<file path="src/rtl/simplez_io.sv">
// simplez_io: memory-mapped LED register and 8N1 UART transmitter for the Simplez CPU.
// Ports: clk (state updates on falling edge), rstn (sync active-low reset), addr/wr/data_in (CPU write side),
// data_out (registered read data, 1-clock latency), leds (LED register), tx (serial line, idle high).
module simplez_io #(
  parameter int         BAUD_DIV  = 104,
  parameter logic [8:0] ADDR_BASE = 9'o100
) (
  input  logic        clk,
  input  logic        rstn,
  input  logic [8:0]  addr,
  input  logic        wr,
  input  logic [11:0] data_in,
  output logic [11:0] data_out,
  output logic [3:0]  leds,
  output logic        tx
);
  typedef enum logic [1:0] {IDLE, START, DATA, STOP} state_t;
  localparam logic [11:0] LAST = 12'(BAUD_DIV - 1);
  state_t      state_q, state_d;
  logic [11:0] baud_q, baud_d, dout_q, dout_d;
  logic [2:0]  bit_q, bit_d;
  logic [7:0]  sh_q, sh_d;
  logic [3:0]  leds_q, leds_d;
  logic        ovr_q, ovr_d, tx_q, tx_d;
  logic        sel_led, sel_tx, sel_st, unused_hi;
  assign sel_led   = addr == ADDR_BASE;
  assign sel_tx    = addr == ADDR_BASE + 9'd1;
  assign sel_st    = addr == ADDR_BASE + 9'd2;
  assign unused_hi = ^data_in[11:8];
  always_comb begin
    state_d = state_q;
    baud_d  = baud_q + 12'd1;
    bit_d   = bit_q;
    sh_d    = sh_q;
    leds_d  = wr && sel_led ? {1'b1, data_in[2:0]} : leds_q;
    ovr_d   = wr && sel_tx && state_q != IDLE ? 1'b1 : wr && sel_st && data_in[1] ? 1'b0 : ovr_q;
    case (state_q)
      IDLE: begin
        baud_d = '0;
        if (wr && sel_tx) begin
          state_d = START;
          sh_d    = data_in[7:0];
        end
      end
      START: if (baud_q == LAST) begin
        state_d = DATA;
        baud_d  = '0;
        bit_d   = '0;
      end
      DATA: if (baud_q == LAST) begin
        baud_d  = '0;
        sh_d    = sh_q >> 1;
        bit_d   = bit_q + 3'd1;
        state_d = bit_q == 3'd7 ? STOP : DATA;
      end
      default: if (baud_q == LAST) begin
        state_d = IDLE;
        baud_d  = '0;
      end
    endcase
    // tx is registered from the next state so it changes on the same edge as the FSM
    tx_d   = state_d == START ? 1'b0 : state_d == DATA ? sh_d[0] : 1'b1;
    dout_d = sel_led ? {8'b0, leds_q} : sel_st ? {10'b0, ovr_q, state_q == IDLE} : 12'b0;
  end
  always_ff @(negedge clk) begin
    if (!rstn) begin
      state_q <= IDLE;
      baud_q  <= '0;
      bit_q   <= '0;
      sh_q    <= '0;
      leds_q  <= '0;
      ovr_q   <= 1'b0;
      tx_q    <= 1'b1;
      dout_q  <= '0;
    end else begin
      state_q <= state_d;
      baud_q  <= baud_d;
      bit_q   <= bit_d;
      sh_q    <= sh_d;
      leds_q  <= leds_d;
      ovr_q   <= ovr_d;
      tx_q    <= tx_d;
      dout_q  <= dout_d;
    end
  end
  assign data_out = dout_q;
  assign leds     = leds_q;
  assign tx       = tx_q;
endmodule

</file>
<file path="config.mk">
export PLATFORM = sky130hd
export DESIGN_NAME = simplez_io
export DESIGN_NICKNAME = d
export VERILOG_FILES = /design/src/rtl/simplez_io.sv
export SDC_FILE = /design/constraint.sdc
export NUM_CORES = 1
export LEC_CHECK = 0
export CAP_MARGIN = 20
export CORE_MARGIN = 2
export CORE_UTILIZATION = 45
export CTS_BUF_LIST = sky130_fd_sc_hd__clkbuf_8
export DETAILED_ROUTE_END_ITERATION = 8
export PLACE_DENSITY = 0.76
export SLEW_MARGIN = 10
export SYNTH_ARGS = -nofsm -noshare
export SYNTH_HDL_FRONTEND = slang
export SYNTH_SLANG_ARGS = --single-unit
export TNS_END_PERCENT = 1
</file>
<file path="constraint.sdc">
create_clock -name clk -period 2.05 [get_ports clk]
set_clock_uncertainty 0.05 [all_clocks]
set_input_delay 0.41 -clock clk [delete_from_list [all_inputs] [get_ports clk]]
set_output_delay 0.41 -clock clk [all_outputs]
set_load 0.03 [all_outputs]
</file>
# Word-level counts from Yosys, hierarchy flattened
# Index checks and enable logic that the tools add are counted.
# op_classes
n_addsub,2
n_eq_ne,12
mux,18
n_bitwise,1
n_reduce_logical,14
# ops
operator,count
$eq 9x7->1 const B,3
$mux 8,2
$pmux 8 s2,1
$add 12x1->12 const B,1
$eq 12x7->1 const B,1
$mux 2,5
$reduce_bool 2->1,4
$mux 3,2
$ne 2x2->1 const B,3
$pmux 2 s3,1
$pmux 3 s2,1
$reduce_and 3->1,2
$logic_and 1x1->1,5
$mux 1,5
$eq 2x1->1 const B,2
$eq 2x2->1 const B,2
$mux 4,1
$add 3x1->3 const B,1
$eq 3x3->1 const B,1
$reduce_or 3->1,1
$logic_not 2->1,1
$reduce_or 2->1,1
$not 1->1,1
# totals
reg_bits,43
in_bits,24

# Depth between registers and ports, before layout
# Gate-level depths: netlist of the first run.
# logic_depth
depth_word,7
ltp_mapped,8
mapped_depth_nobuf,7

==> results.cfg, run 1 <==
[outcome]
status = finished with violations
violations = setup timing

[logic_synthesis]
ys_async_sr_fraction = 0
synthMuxAreaShare = 0.03304
synth-xor-area-share = 0.04818
ys.flop_type = dfxtp_1
synth_cell_types = 48
ys_seq_area_frac = 0.3854
synth_top_family_by_area = simple AND/OR/NAND/NOR gates
synth_compound_area_frac = 0.1308
synth_edf_count = 0
synth_cells = 202
synth-seq-cells = 35
yosysWarnings = 0
yosys.area_share.simple = 0.2774
synth_adder_area_share = 0.05506
synth.cell_area_sq_um = 1818
syn_avg_cell_area_sq_um = 9.000

[setup_path]
worst_setup_path_start_kind = input port
ff2ff_setup_slack_ns = 0.04
arrival_ns = 1.64
cp_max_fo = 6
crit_type = input port to flip-flop
worstPathRequired_ns = 1.24
cp-startpoint = addr[7]
crit_path_end_kind = flip-flop
r2r-start = baud_q[7]

[clock_tree]
cts.sinks = 35
cts_root_buffer = clkbuf_8
cts_buffers = 5
clkSlewWorstSetupHoldPaths_ns = 0.03
cts_max_level = 2
clk_latency_ns = 0.35
cts_tree = yes
cts_buffer_depth = 2

[final_layout]
final_cell_area_sq_um = 2696
multiInputGateArea_sq_um = 1109
fill_cells = 307
area_growth_pct = 48.31
regArea_sq_um = 711.9
nets = 328
final_core_util = 0.6839
layout-drive-gt1-share = 0.3030
antenna_cells = 0

[routing]
wire_per_inst_um = 12.63
drt_iter0_drc = 46
firstDrtPassIters = 4
ant_nets = 0
wl_um = 4383
num_vias = 1786
via_per_inst = 5.147
drc = 0

[grt]
grt_pass1_vias = 1736
antenna_found_initial = 0
grt.total_usage = 0.2070
gr-total-overflow = 0
grt_max_degree = 20
grt_pass1_wl_um = 7272

[pwr]
irDropWorstVdd_mv = 0.3852
power_leakage_nw = 1.182
p_per_area_nw_per_um2 = 616.9

[sta]
worst_slack_ns = -0.4013
relSlewSlack = 0.6540
finalSetupViolations = 30
rsz0062_at_grt = yes
worst_pin_slew_ns = 0.5143
final_hold_viol_count = 0
slew_viol_final = 0

[placement]
place_area_sq_um = 2300
gp_congestion = 0.7851
hpwl_um = 2919
port_buffers = 28

[floorplan]
core-area_sq_um = 3943
ioPinCount = 41
die_y_um = 67.56
rows = 23
die_x_um = 67.56
start_util = 0.4611
dieArea_sq_um = 4564

[worst_hold_path]
hold_start = baud_q[0]
hold_path_class = flip-flop to flip-flop

[job]
drv_cap = 0
-- Yosys cell counts, types with 3 or more instances --
cell type | number | area, sq um
xnor2_1 | 5 | 43.79
nor3b_1 | 3 | 22.52
mux2i_1 | 6 | 60.06
nand4_1 | 5 | 31.28
a21oi_1 | 6 | 30.03
a22oi_1 | 6 | 45.04
dfxtp_1 | 35 | 700.7
nor2_1 | 29 | 108.9
nor4_1 | 3 | 18.77
nor2b_1 | 4 | 25.02
clkbuf_1 | 6 | 22.52
nor3_1 | 7 | 35.03
nand2_1 | 9 | 33.78
inv_1 | 8 | 30.03
nand3_1 | 7 | 35.03
xor2_1 | 5 | 43.79
buf_4 | 8 | 60.06
ha_1 | 8 | 100.1
a211oi_1 | 7 | 52.55
-- cell type report --
type                    count  share of cell area
multi-input cells         150              0.4111
flip-flops and latches     35              0.2640
repair buffers             61              0.2074
clock inverters            38             0.05661
clock buffers               5             0.02552
well taps                  50             0.02320
inverters                   8             0.01206
-- flip-flops by register name, indices dropped and copies added, names as in the netlist --
register,cells
baud_q,12
data_out,4
ovr_q,1
sh_q,8
bit_q,3
tx,1
leds,4
state_q,2
-- final timing paths --
path,to,depth (start not counted)
hold reg to reg,baud_q[0],1
hold / removal,baud_q[0],1
setup / recovery,sh_q[3],8
setup reg to reg,tx,5
-- cells by family after synthesis --
family | Yosys count
AND/OR/NAND/NOR | 87
flip-flops | 35
AO/OA/AOI/OAI | 31
buffers and inverters | 24
XOR/XNOR | 10
adder cells (fa/ha/maj) | 8
multiplexers | 6
other | 1
-- worst max-delay path, stage by stage --
cell and delay (ns):
buf_6 0.10, nor4b_4 0.30, nand4_1 0.19, a2bb2oi_2 0.18, buf_4 0.14, clkbuf_16 0.14, nor2_1 0.04, a211oi_1 0.15
-- power breakdown --
| part | leakage [nW] | switching (mW) | total [mW] | internal [mW] |
|---|---|---|---|---|
| Combinational | 0.661 | 0.0969 | 0.188 | 0.0906 |
| Clock | 0.235 | 0.445 | 0.778 | 0.332 |
| Sequential | 0.286 | 0.00590 | 0.698 | 0.692 |
-- metal layers --
metal | share of wire | GRT usage
met1 | 0.46 | 0.2457
met2 | 0.49 | 0.3346
met3 | 0.046 | 0.07833
met4 | 0.0034 | 0.08418
met5 | 0 | 0
-- placed cells by master (no fill, tap or decap), types with 6 or more instances in the layout --
cell type,instances
ha_1,8
nor2_1,28
mux2i_1,6
clkdlybuf4s50_1,8
dfxtp_2,9
conb_1,8
dfxtp_1,26
a21oi_1,6
nand2_1,9
buf_6,14
buf_4,30
inv_1,41
a22oi_1,6
-- timing repair --
action | 4_1_cts | 5_1_grt
resized for setup | 69 | 6
hold buffers | 0 | 0
gates cloned | 1 | 0
buffers inserted | 4 | 3
endpoints found under the setup margin | 44 | 39
pin swaps | 17 | 11
-- per-stage QoR --
step	TNS [ns]	setup WS [ns]	cells	hold WS, ns	total power, mW
floorplan	-11.60	-0.6021	209	0.3797	0.9138
detailed placement	-31.81	-1.251	297	0.4077	0.9876
global placement	-31.30	-1.201	297	0.3960	0.9867
global route	-10.56	-0.4781	347	0.4428	1.795
finish	-8.854	-0.4013	347	0.4109	1.664
CTS	-8.900	-0.5167	344	0.4145	1.688
Power figures use the tool's default switching activity.
==> run 2: changes to the inputs <==
--- a/config.mk
+++ b/config.mk
@@ -15,4 +15,4 @@
 export SYNTH_ARGS = -nofsm -noshare
 export SYNTH_HDL_FRONTEND = slang
 export SYNTH_SLANG_ARGS = --single-unit
-export TNS_END_PERCENT = 1
+export TNS_END_PERCENT = 5
==> run 2 against run 1 <==
Against the previous run: cell area unchanged; routed wire length up 0.21%; the run still ends with setup timing left; critical endpoint unchanged; power about the same.
==> results.cfg, run 2 (synthesis results as in run 1) <==
[outcome]
status = finished with violations
violations = setup timing

[clock_tree]
cts_buffers = 5
clk_latency_ns = 0.35
clkSlewWorstSetupHoldPaths_ns = 0.03
cts_buffer_depth = 2
hold_buffers = 0
cts_root_buffer = clkbuf_8
cts_tree = yes
cts_max_level = 2
cts.sinks = 35

[pwr]
power_frac_clock = 0.468
seq_power_share = 0.420
p_per_area_nw_per_um2 = 617.1
fin_total_pwr_mw = 1.664
irDropWorstVdd_mv = 0.3905
p_switching_uw = 548.7
p_int_mw = 1.115
swShare = 0.3297
power_frac_comb = 0.113
power_leakage_nw = 1.182

[final_layout]
multiInputGateArea_sq_um = 1109
largest_reg_flops = 12
final_common_cell = inv_1
layout-drive-gt1-share = 0.3030
area_growth_pct = 48.31
regMostFlops = baud_q
fill_cells = 307
nets = 328
top_regs = baud_q x12, sh_q x8
antenna_cells = 0
regArea_sq_um = 711.9
final_cell_area_sq_um = 2696
layout_common_cells = inv_1 (41), buf_4 (30), nor2_1 (28)

[setup_path]
cp_max_fo = 6
crit_type = input port to flip-flop
critPathSlowestCell = nor4b_4
timing.critical_path.buf_inv = 3
worstPathRequired_ns = 1.24
arrival_ns = 1.64
cpPeakStageDelay_ns = 0.30
path_delay_family = simple AND/OR/NAND/NOR gates
crit_path_end_kind = flip-flop
crit_chain = buf_6, nor4b_4, nand4_1, a2bb2oi_2, buf_4, clkbuf_16, nor2_1, a211oi_1
worst_setup_path_start_kind = input port

[worst_hold_path]
hold_path_class = flip-flop to flip-flop

[grt]
grt_max_degree = 20
grt.total_usage = 0.2070
antenna_found_initial = 0
grt_pass1_vias = 1738
grt_pass1_wl_um = 7272
gr-total-overflow = 0

[floorplan]
die_y_um = 67.56
core-area_sq_um = 3943
ioPinCount = 41
die_x_um = 67.56
start_util = 0.4611
dieArea_sq_um = 4564
rows = 23

[routing]
num_vias = 1785
wl_um = 4392
drt_iter0_drc = 47
ant_nets = 0
wire_per_inst_um = 12.66
drc = 0
firstDrtPassIters = 4
via_per_inst = 5.144

[sta]
relSlewSlack = 0.6540
slew_viol_final = 0
worst_pin_slew_ns = 0.5143
rsz0062_at_grt = yes
finalSetupViolations = 30
worst_slack_ns = -0.4037
final_hold_viol_count = 0

[placement]
hpwl_um = 2919
place_area_sq_um = 2300
port_buffers = 28
gp_congestion = 0.7851

[job]
drv_cap = 0
run 2: cell counts in the layout (fill, tap and decap cells not counted):
Identical to the previous run, type by type.
run 2: power by group through the flow:
stage / logic (mW) / clock network, mW / registers [mW]
after floorplan: 0.0971 / 0.107 / 0.709
after CTS: 0.182 / 0.809 / 0.698
final: 0.188 / 0.778 / 0.698
after global routing: 0.203 / 0.895 / 0.697
after global placement: 0.173 / 0.107 / 0.707
after detailed placement: 0.174 / 0.107 / 0.707
run 2: per-stage QoR:
stage / hold WS, ns / worst slack [ns] / TNS (ns) / utilization / std cells
floorplan: 0.3797 / -0.6021 / -11.60 / - / 209
global placement: 0.3960 / -1.201 / -31.30 / 0.5833 / 297
detailed placement: 0.4077 / -1.251 / -31.81 / 0.5833 / 297
CTS: 0.4145 / -0.5167 / -8.900 / 0.6744 / 344
global route: 0.4428 / -0.4781 / -10.56 / 0.6839 / 347
finish: 0.4109 / -0.4037 / -8.879 / 0.6839 / 347
run 2: layer usage:
metal,track usage,share of wire
met2,0.3346,0.50
met3,0.07833,0.045
met5,0,0
met4,0.08418,0.0034
met1,0.2457,0.45
run 2: path summary, 6_finish.rpt:
check	from	to	slack, ns	cells after the start
worst max-delay path	addr[7]	sh_q[3]	-0.40	8
worst min-delay path	baud_q[0]	baud_q[0]	0.41	1
worst max register to register	baud_q[7]	tx	0.04	5
worst min register to register	baud_q[0]	baud_q[0]	0.41	1
run 2: worst register-to-register path, stage by stage, from the launching register on:
cell and delay (ns):
dfxtp_1 0.30, or4_4 0.57, nor4_4 0.32, mux2i_1 0.29
and4_4 0.25, a41oi_2 0.10
run 2: timing repair:
action / in CTS / in global routing
pin swaps: 17 / 11
buffers inserted: 4 / 3
cloned: 1 / 0
endpoints found under the setup margin: 44 / 39
resized for setup: 69 / 6
run 2: area by class of cell:
cell class / count / share of cell area
Timing Repair Buffer: 61 / 0.2074
Clock buffer: 5 / 0.02552
Sequential cell: 35 / 0.2640
Inverter: 8 / 0.01206
Clock inverter: 38 / 0.05661
Multi-Input combinational cell: 150 / 0.4111
Tap cell: 50 / 0.02320
==> run 3: changes to the inputs <==
--- a/config.mk
+++ b/config.mk
@@ -10,8 +10,9 @@
 export CORE_UTILIZATION = 45
 export CTS_BUF_LIST = sky130_fd_sc_hd__clkbuf_8
 export DETAILED_ROUTE_END_ITERATION = 8
+export GPL_TIMING_DRIVEN = 1
 export PLACE_DENSITY = 0.76
-export SLEW_MARGIN = 10
+export SLEW_MARGIN = 5
 export SYNTH_ARGS = -nofsm -noshare
 export SYNTH_HDL_FRONTEND = slang
 export SYNTH_SLANG_ARGS = --single-unit
==> results of run 3 <==
Same layout as run 2: the final DEF is identical, and so are final timing and power.
